$ cat config.mk
export PLATFORM = sky130hd
export DESIGN_NAME = spi_peripheral
export DESIGN_NICKNAME = d
export VERILOG_FILES = /design/src/rtl/spi_peripheral.sv
export SDC_FILE = /design/constraint.sdc
export NUM_CORES = 1
export LEC_CHECK = 0
export CORE_MARGIN = 2
export CORE_UTILIZATION = 25
export CTS_CLUSTER_SIZE = 25
export DETAILED_ROUTE_END_ITERATION = 16
export HOLD_SLACK_MARGIN = 0.08
export PLACE_DENSITY_LB_ADDON = 0.05
export SYNTH_ARGS = -nofsm -noshare
export SYNTH_HDL_FRONTEND = slang
export SYNTH_SLANG_ARGS = --single-unit
$ cat constraint.sdc
create_clock -name i_clk -period 2.05 [get_ports i_clk]
set_input_delay 0.205 -clock i_clk [delete_from_list [all_inputs] [get_ports i_clk]]
set_output_delay 0.205 -clock i_clk [all_outputs]
set_load 0.02 [all_outputs]
$ cat src/rtl/spi_peripheral.sv
// SPI responder: oversamples SCLK/COPI/CS_N into i_clk, shifts bytes MSB-first in both
// directions and exchanges them with local logic through a one-deep TX holding register.
module spi_peripheral #(
  parameter int          SYNC_STAGES = 2,
  parameter logic [7:0]  IDLE_BYTE   = 8'h00
) (
  input  logic       i_clk,
  input  logic       i_reset_n,
  input  logic       i_spi_clk,
  input  logic       i_spi_cs_n,
  input  logic       i_spi_copi,
  output logic       o_spi_cipo,
  output logic       o_spi_cipo_oe,
  input  logic [7:0] i_tx_byte,
  input  logic       i_tx_dv,
  output logic       o_tx_ready,
  output logic       o_tx_underrun,
  output logic       o_rx_dv,
  output logic [7:0] o_rx_byte
);

  typedef enum logic {ST_IDLE, ST_ACTIVE} state_t;

  logic [SYNC_STAGES-1:0] r_sclk_sync;
  logic [SYNC_STAGES-1:0] r_copi_sync;
  logic [SYNC_STAGES-1:0] r_cs_sync;
  logic                   r_sclk_prev;

  state_t     r_state;
  logic [2:0] r_bit_cnt;
  logic [7:0] r_shift_tx;
  logic [7:0] r_shift_rx;
  logic [7:0] r_hold;
  logic       r_tx_ready;
  logic       r_cipo;
  logic       r_tx_underrun;
  logic       r_rx_dv;
  logic [7:0] r_rx_byte;

  logic w_sclk;
  logic w_copi;
  logic w_cs_n;
  logic w_sclk_rise;
  logic w_sclk_fall;
  logic [7:0] w_rx_next;

  // COPI and SCLK share the same depth so the sampled data bit lines up with its edge.
  always_ff @(posedge i_clk or negedge i_reset_n) begin
    if (!i_reset_n) begin
      r_sclk_sync <= '0;
      r_copi_sync <= '0;
      r_cs_sync   <= '1;
      r_sclk_prev <= 1'b0;
    end else begin
      r_sclk_sync <= {r_sclk_sync[SYNC_STAGES-2:0], i_spi_clk};
      r_copi_sync <= {r_copi_sync[SYNC_STAGES-2:0], i_spi_copi};
      r_cs_sync   <= {r_cs_sync[SYNC_STAGES-2:0], i_spi_cs_n};
      r_sclk_prev <= r_sclk_sync[SYNC_STAGES-1];
    end
  end

  assign w_sclk      = r_sclk_sync[SYNC_STAGES-1];
  assign w_copi      = r_copi_sync[SYNC_STAGES-1];
  assign w_cs_n      = r_cs_sync[SYNC_STAGES-1];
  assign w_sclk_rise = w_sclk & ~r_sclk_prev;
  assign w_sclk_fall = ~w_sclk & r_sclk_prev;
  assign w_rx_next   = {r_shift_rx[6:0], w_copi};

  always_ff @(posedge i_clk or negedge i_reset_n) begin
    if (!i_reset_n) begin
      r_state       <= ST_IDLE;
      r_bit_cnt     <= 3'd7;
      r_shift_tx    <= '0;
      r_shift_rx    <= '0;
      r_hold        <= '0;
      r_tx_ready    <= 1'b1;
      r_cipo        <= 1'b0;
      r_tx_underrun <= 1'b0;
      r_rx_dv       <= 1'b0;
      r_rx_byte     <= '0;
    end else begin
      r_tx_underrun <= 1'b0;
      r_rx_dv       <= 1'b0;

      // A slot-start consume only happens with r_tx_ready low, so it never collides with a load.
      if (i_tx_dv && r_tx_ready) begin
        r_hold     <= i_tx_byte;
        r_tx_ready <= 1'b0;
      end

      case (r_state)
        ST_IDLE: begin
          r_bit_cnt <= 3'd7;
          r_cipo    <= 1'b0;
          if (!w_cs_n) r_state <= ST_ACTIVE;
        end
        ST_ACTIVE: begin
          if (w_cs_n) begin
            r_state    <= ST_IDLE;
            r_bit_cnt  <= 3'd7;
            r_cipo     <= 1'b0;
            r_shift_rx <= '0;
          end else begin
            if (w_sclk_rise) begin
              if (r_bit_cnt == 3'd7) begin
                if (!r_tx_ready) begin
                  r_shift_tx <= r_hold;
                  r_cipo     <= r_hold[7];
                  r_tx_ready <= 1'b1;
                end else begin
                  r_shift_tx    <= IDLE_BYTE;
                  r_cipo        <= IDLE_BYTE[7];
                  r_tx_underrun <= 1'b1;
                end
              end else begin
                r_cipo <= r_shift_tx[r_bit_cnt];
              end
            end
            if (w_sclk_fall) begin
              r_shift_rx <= w_rx_next;
              r_bit_cnt  <= r_bit_cnt - 3'd1;
              if (r_bit_cnt == 3'd0) begin
                r_rx_byte <= w_rx_next;
                r_rx_dv   <= 1'b1;
              end
            end
          end
        end
        default: r_state <= ST_IDLE;
      endcase
    end
  end

  assign o_spi_cipo    = r_cipo;
  assign o_spi_cipo_oe = ~w_cs_n;
  assign o_tx_ready    = r_tx_ready;
  assign o_tx_underrun = r_tx_underrun;
  assign o_rx_dv       = r_rx_dv;
  assign o_rx_byte     = r_rx_byte;

endmodule
# After elaboration in Yosys (flattened, before gate mapping)
# Index checks and enable logic that the tools add are counted.
op_classes:
  add_sub_neg: 1
  order_cmp: 1
  eq_ne: 3
  muxes: 29
  bitwise_logic: 6
  n_reduce_logical: 6
ops:
  columns: ["op", "n"]
  rows:
  - ["$mux W1", 21]
  - ["$mux W7", 2]
  - ["$mux W8", 1]
  - ["$reduce_and A4 Y1", 2]
  - ["$mux W3", 2]
  - ["$ne A3 B2 Y1 const B", 2]
  - ["$pmux W3 S2", 1]
  - ["$lt A3 B4 Y1 const B", 1]
  - ["$not A1 Y1", 4]
  - ["$bmux W1 S3", 1]
  - ["$eq A3 B3 Y1 const B", 1]
  - ["$logic_not A3 Y1", 1]
  - ["$sub A3 B1 Y3 const B", 1]
  - ["$and A1 B1 Y1", 2]
  - ["$pmux W1 S2", 1]
  - ["$reduce_and A2 Y1", 1]
  - ["$reduce_bool A2 Y1", 1]
  - ["$logic_and A1 B1 Y1", 1]
totals:
  regBits: 46
  input_bits: 14
  output_inout_bits: 13
  wordCells: 60

# Depth between registers and ports, before layout
logic_depth:
  depth_word: 7
  ltp_mapped: 6
  ltp_nobuf: 5

# Worst setup path after synthesis
# Ideal clock, no wire load.
synth_path:
  path_type: "reg-to-reg"
  startpoint: "reg r_bit_cnt[0]"
  endpoint: "reg r_cipo (netlist: o_spi_cipo)"
  setup_ps: 135
  arrival_time_ps: 1517
  t_required_ps: 1915
  path_slack_ps: 398
  stages_incl_launch_ff: 5
  period_less_slack_ps: 1652
  path_cell_list: "dfstp_2 > buf_6 > mux4_2 > a2111oi_2 > a211oi_1"
synth_via:
  elab_chain_len: 6
synth_lines:
  columns: ["item", "line_no", "rtl"]
  rows:
  - ["start: declaration", "30", "logic [2:0] r_bit_cnt;"]
  - ["start signal: assignment", "121", "r_bit_cnt <= r_bit_cnt - 3'd1;"]
  - ["$bmux W1 S3", "116", "r_cipo <= r_shift_tx[r_bit_cnt];"]
  - ["$mux W1 (implied by the code)", "116", null]
  - ["$mux W1 *", "105", "if (r_bit_cnt == 3'd7) begin"]
  - ["$mux W1 *", "104", "if (w_sclk_rise) begin"]
  - ["$mux W1 *", "98", "if (w_cs_n) begin"]
  - ["$pmux W1 S2 *", "91", "case (r_state)"]
  - ["end signal: assignment", "108", "r_cipo <= r_hold[7];"]
  - ["end signal: assignment", "112", "r_cipo <= IDLE_BYTE[7];"]
  - ["end signal: assignment", "116", null]
  - ["end: declaration", "35", "logic r_cipo;"]
# Every way passes the cells marked *; elsewhere a longest branch is shown, timed or not. The select of a mux whose other input is x is not followed.
# A chain may end at the register's enable or synchronous reset.

# Worst setup path after layout
layout_path:
  startpoint: "reg r_bit_cnt[0]"
  endpoint: "reg r_shift_tx[3]"
layout_via:
  elab_chain_len: 2
layout_lines:
  columns: ["item", "line_no", "rtl"]
  rows:
  - ["$eq A3 B3 Y1", "105", null]
  - ["$reduce_and A4 Y1 (no source line)", null, null]
  - ["end signal: assignment", "107", "r_shift_tx <= r_hold;"]
  - ["end: declaration", "31", "logic [7:0] r_shift_tx;"]
# No other way between the ends.

==> summary.md <==
| Metric | Value |
|---|---|
| P_leak | `1.057 nW` |
| CTS buffer count | `5` |
| CP startpoint kind | `flop` |
| Cell Pwr Density | `just under 1000 mW/mm2` |
| Setup Skew | `0.01197 ns` |
| Initial DRC count | `50` |
| Synth Register Bits | `46` |
| Register area share after synthesis | `61.90%` |
| Final antenna-violating net count | `0` |
| GRT overflow | `0` |
| Dominant synthesized flop cell | `dfrtp_1` |
| Final Hold Viols | `0` |
| Post-Route Setup TNS | `0 ns` |
| Root Driver | `clkbuf_8` |
| Final Cycle Share | `between 80 and 90%` |
| Hold crit path type | `primary input to flop` |
| Setup slack after placement | `0.2576 ns` |
| Switching power | `0.5812 mW` |
| Routed length per instance | `13.27 um` |
| Leading cell type in the layout, fill and taps excluded | `dfrtp_1` |
| Max Cap Viol | `0` |
| Core outline area | `0.007253 mm2` |
| Main area contributors after synthesis | `dfrtp_1, mux2_2, dfstp_2, o2bb2ai_1, a22oi_1` |
| Later-pin clock latency in the skew report | `0.30 ns` |
| F_max | `around 560 MHz` |
| Synth top area share | `between 50% and 60%` |
| Vias in the first global route | `~1.1k` |
| Minimum clock period | `1.773 ns` |
| Flop pwr share | `between 50 and 60%` |
| Outcome | `finished, final reports clean` |
| Height of the die | `90.53 um` |
| Area leader, netlist | `dfrtp_1` |
| Num ports | `27` |
| Slew headroom | `between 60% and 70%` |
| Detailed Route WL | `around 3.6 mm` |
| Mapped Cells | `137` |
| Vias | `1193` |
| Num rows | `31` |
| Synth Cell Area | `0.001872 mm2` |
| Fin nets | `around 190` |
| Sw Share | `between 20% and 30%` |
| Final setup margin | `0.2768 ns` |
| Number of remaining DRC errors | `0` |
| First-pass iteration count of the detailed router | `4` |
| Syn Nets | `154` |
| Unrepaired setup endpoints after global routing | `no` |
| Gate power share | `18.5%` |
| Hpwl dp | `~2.5 mm` |
| Gr usage total | `9.268%` |
| First-pass GRT wire length | `5.927 mm` |
| Total number of yosys warnings | `0` |
| Number of flops mapped to enable cells by yosys | `0` |
| Width of the die | `90.53 um` |
| Synth cell types | `35` |
| Clock tree buffer depth | `2` |
| CP Data Arrival Time | `1.95 ns` |
| Fin. max-slew vios | `0` |
| Sink Count | `46` |
| Vias per cell | `4.419` |
| Async set-or-reset flop fraction in the synthesized netlist | `100.0%` |
| Initial Util | `25.81%` |
| IO buf count | `26` |
| Setup Crit Path Kind | `flop to flop` |
| Critical Path End Type | `flop` |
| Initial antenna violation count | `0` |
| Diodes inserted | `0` |
| H-tree levels | `2` |
| VDD IR max | `between 0.0003 and 0.0004 V` |
| Area Overhead vs Synth | `27.41%` |
| Die ar. | `approximately 0.0082 mm2` |
| Ratio of cells with drive above 1 in the final layout | `25.73%` |
| GP Congestion | `0.7128` |
| Tightest Pin Transition | `0.5735 ns` |
| Commonest non-fill, non-tap cells in the layout | `dfrtp_1, clkdlybuf4s50_1, mux2_2` |
| WP data required | `2.23 ns` |
| Largest net degree at the start of global routing | `25` |
| Internal power | `roughly 1.7 mW` |
| Finish-stage setup viols | `0` |
| Post-CTS setup buffers | `0` |
| Clock network power share | `between 20% and 30%` |
| CP max FO | `14` |
| Worst-path clk slew | `roughly 0.080 ns` |
| Avg Cell Area, Syn | `roughly 14 um2` |
| CTS tree | `built` |
what timing repair did:
item | 4_1_cts | 5_1_grt
setup endpoints to repair | 0 | 0
hold buffers | 1 | 0
gates resized for setup | 0 | 0
endpoints found under the hold margin | 18 | 0
power groups by stage:
stage	Sequential (mW)	Combinational, mW	Clock (mW)
final	1.20	0.429	0.687
after global routing	1.23	0.477	0.765
after CTS	1.21	0.441	0.729
after detailed placement	1.23	0.440	0
after global placement	1.23	0.424	0
after floorplan	1.19	0.304	0
sequential cells by signal, indices dropped and copies added (netlist names):
name	flops
o_rx_byte	8
r_hold	8
r_shift_tx	8
r_shift_rx	7
r_bit_cnt	3
r_copi_sync	2
r_cs_sync	2
r_sclk_sync	2
o_rx_dv	1
o_spi_cipo	1
o_tx_ready	1
o_tx_underrun	1
r_sclk_prev	1
r_state	1
logic make-up after synthesis:
group	synth area share [%]
fa+ha+maj	2.006
simple gates	8.356
compound gates	13.64
buf+inv	3.275
mux	10.83
flops	61.90
metrics by stage:
stage	hold WS [ns]	cell area (um2)	util, %	std cells	power (mW)
finish	0.3189	2385	32.88	270	2.321
global route	0.3035	2385	32.88	270	2.474
CTS	0.3023	2385	32.88	270	2.379
detailed placement	0.2454	2258	31.14	261	1.665
global placement	0.2327	2258	31.14	261	1.654
floorplan	-0.09059	1872	-	137	1.497
final cells by class:
| cell class | instances | area [um2] |
|---|---|---|
| clock buffers | 7 | 86.33 |
| well taps | 99 | 123.9 |
| inverters | 9 | 33.78 |
| multi-input cells | 78 | 651.9 |
| flip-flops and latches | 46 | 1159 |
| repair buffers | 30 | 300.3 |
| fillers | 743 | 4868 |
| clock inverters | 1 | 30.03 |
per-layer routing:
metal  global-route usage, %  wire length (um)  up-vias
li1                        -                 -      567
met1                   12.54              1710      598
met2                   13.81              1665       22
met3                   3.005               145        6
met4                   3.462                61        0
met5                       0                 0        -
final timing paths:
kind                                           from                         to  slack, ns  cells after the start
max reg2reg                r_bit_cnt[0]$_DFFE_PN1P_  r_shift_tx[3]$_DFFE_PN0P_       0.28                      5
min reg2reg                  r_cs_sync[0]$_DFF_PN1_     r_cs_sync[1]$_DFF_PN1_       0.36                      0
max                        r_bit_cnt[0]$_DFFE_PN1P_  r_shift_tx[3]$_DFFE_PN0P_       0.28                      5
max in group asynchronous                 i_reset_n     r_cs_sync[0]$_DFF_PN1_       1.01                      3
min in group asynchronous                 i_reset_n          o_rx_dv$_DFF_PN0_       0.44                      2
min                                      i_spi_cs_n     r_cs_sync[0]$_DFF_PN1_       0.32                      1
worst max-delay path, cell delays in order, from the launching register on:
cell and delay [ns]:
dfstp_2 0.62, ha_1 0.20, nand2_1 0.12, nor3_4 0.41, nor2b_1 0.10, a31o_2 0.22
synth_stat cells, types with 3 or more instances:
cell and number:
o21ai_0 4, a22oi_1 7, nand2_1 6, dfstp_2 6, inv_1 7, nor2b_1 6
mux2_2 16, dfrtp_1 40, o2bb2ai_1 7, ha_1 3, a31o_2 5, nor2_1 4
Note: power is estimated with default switching activity, not from simulation.
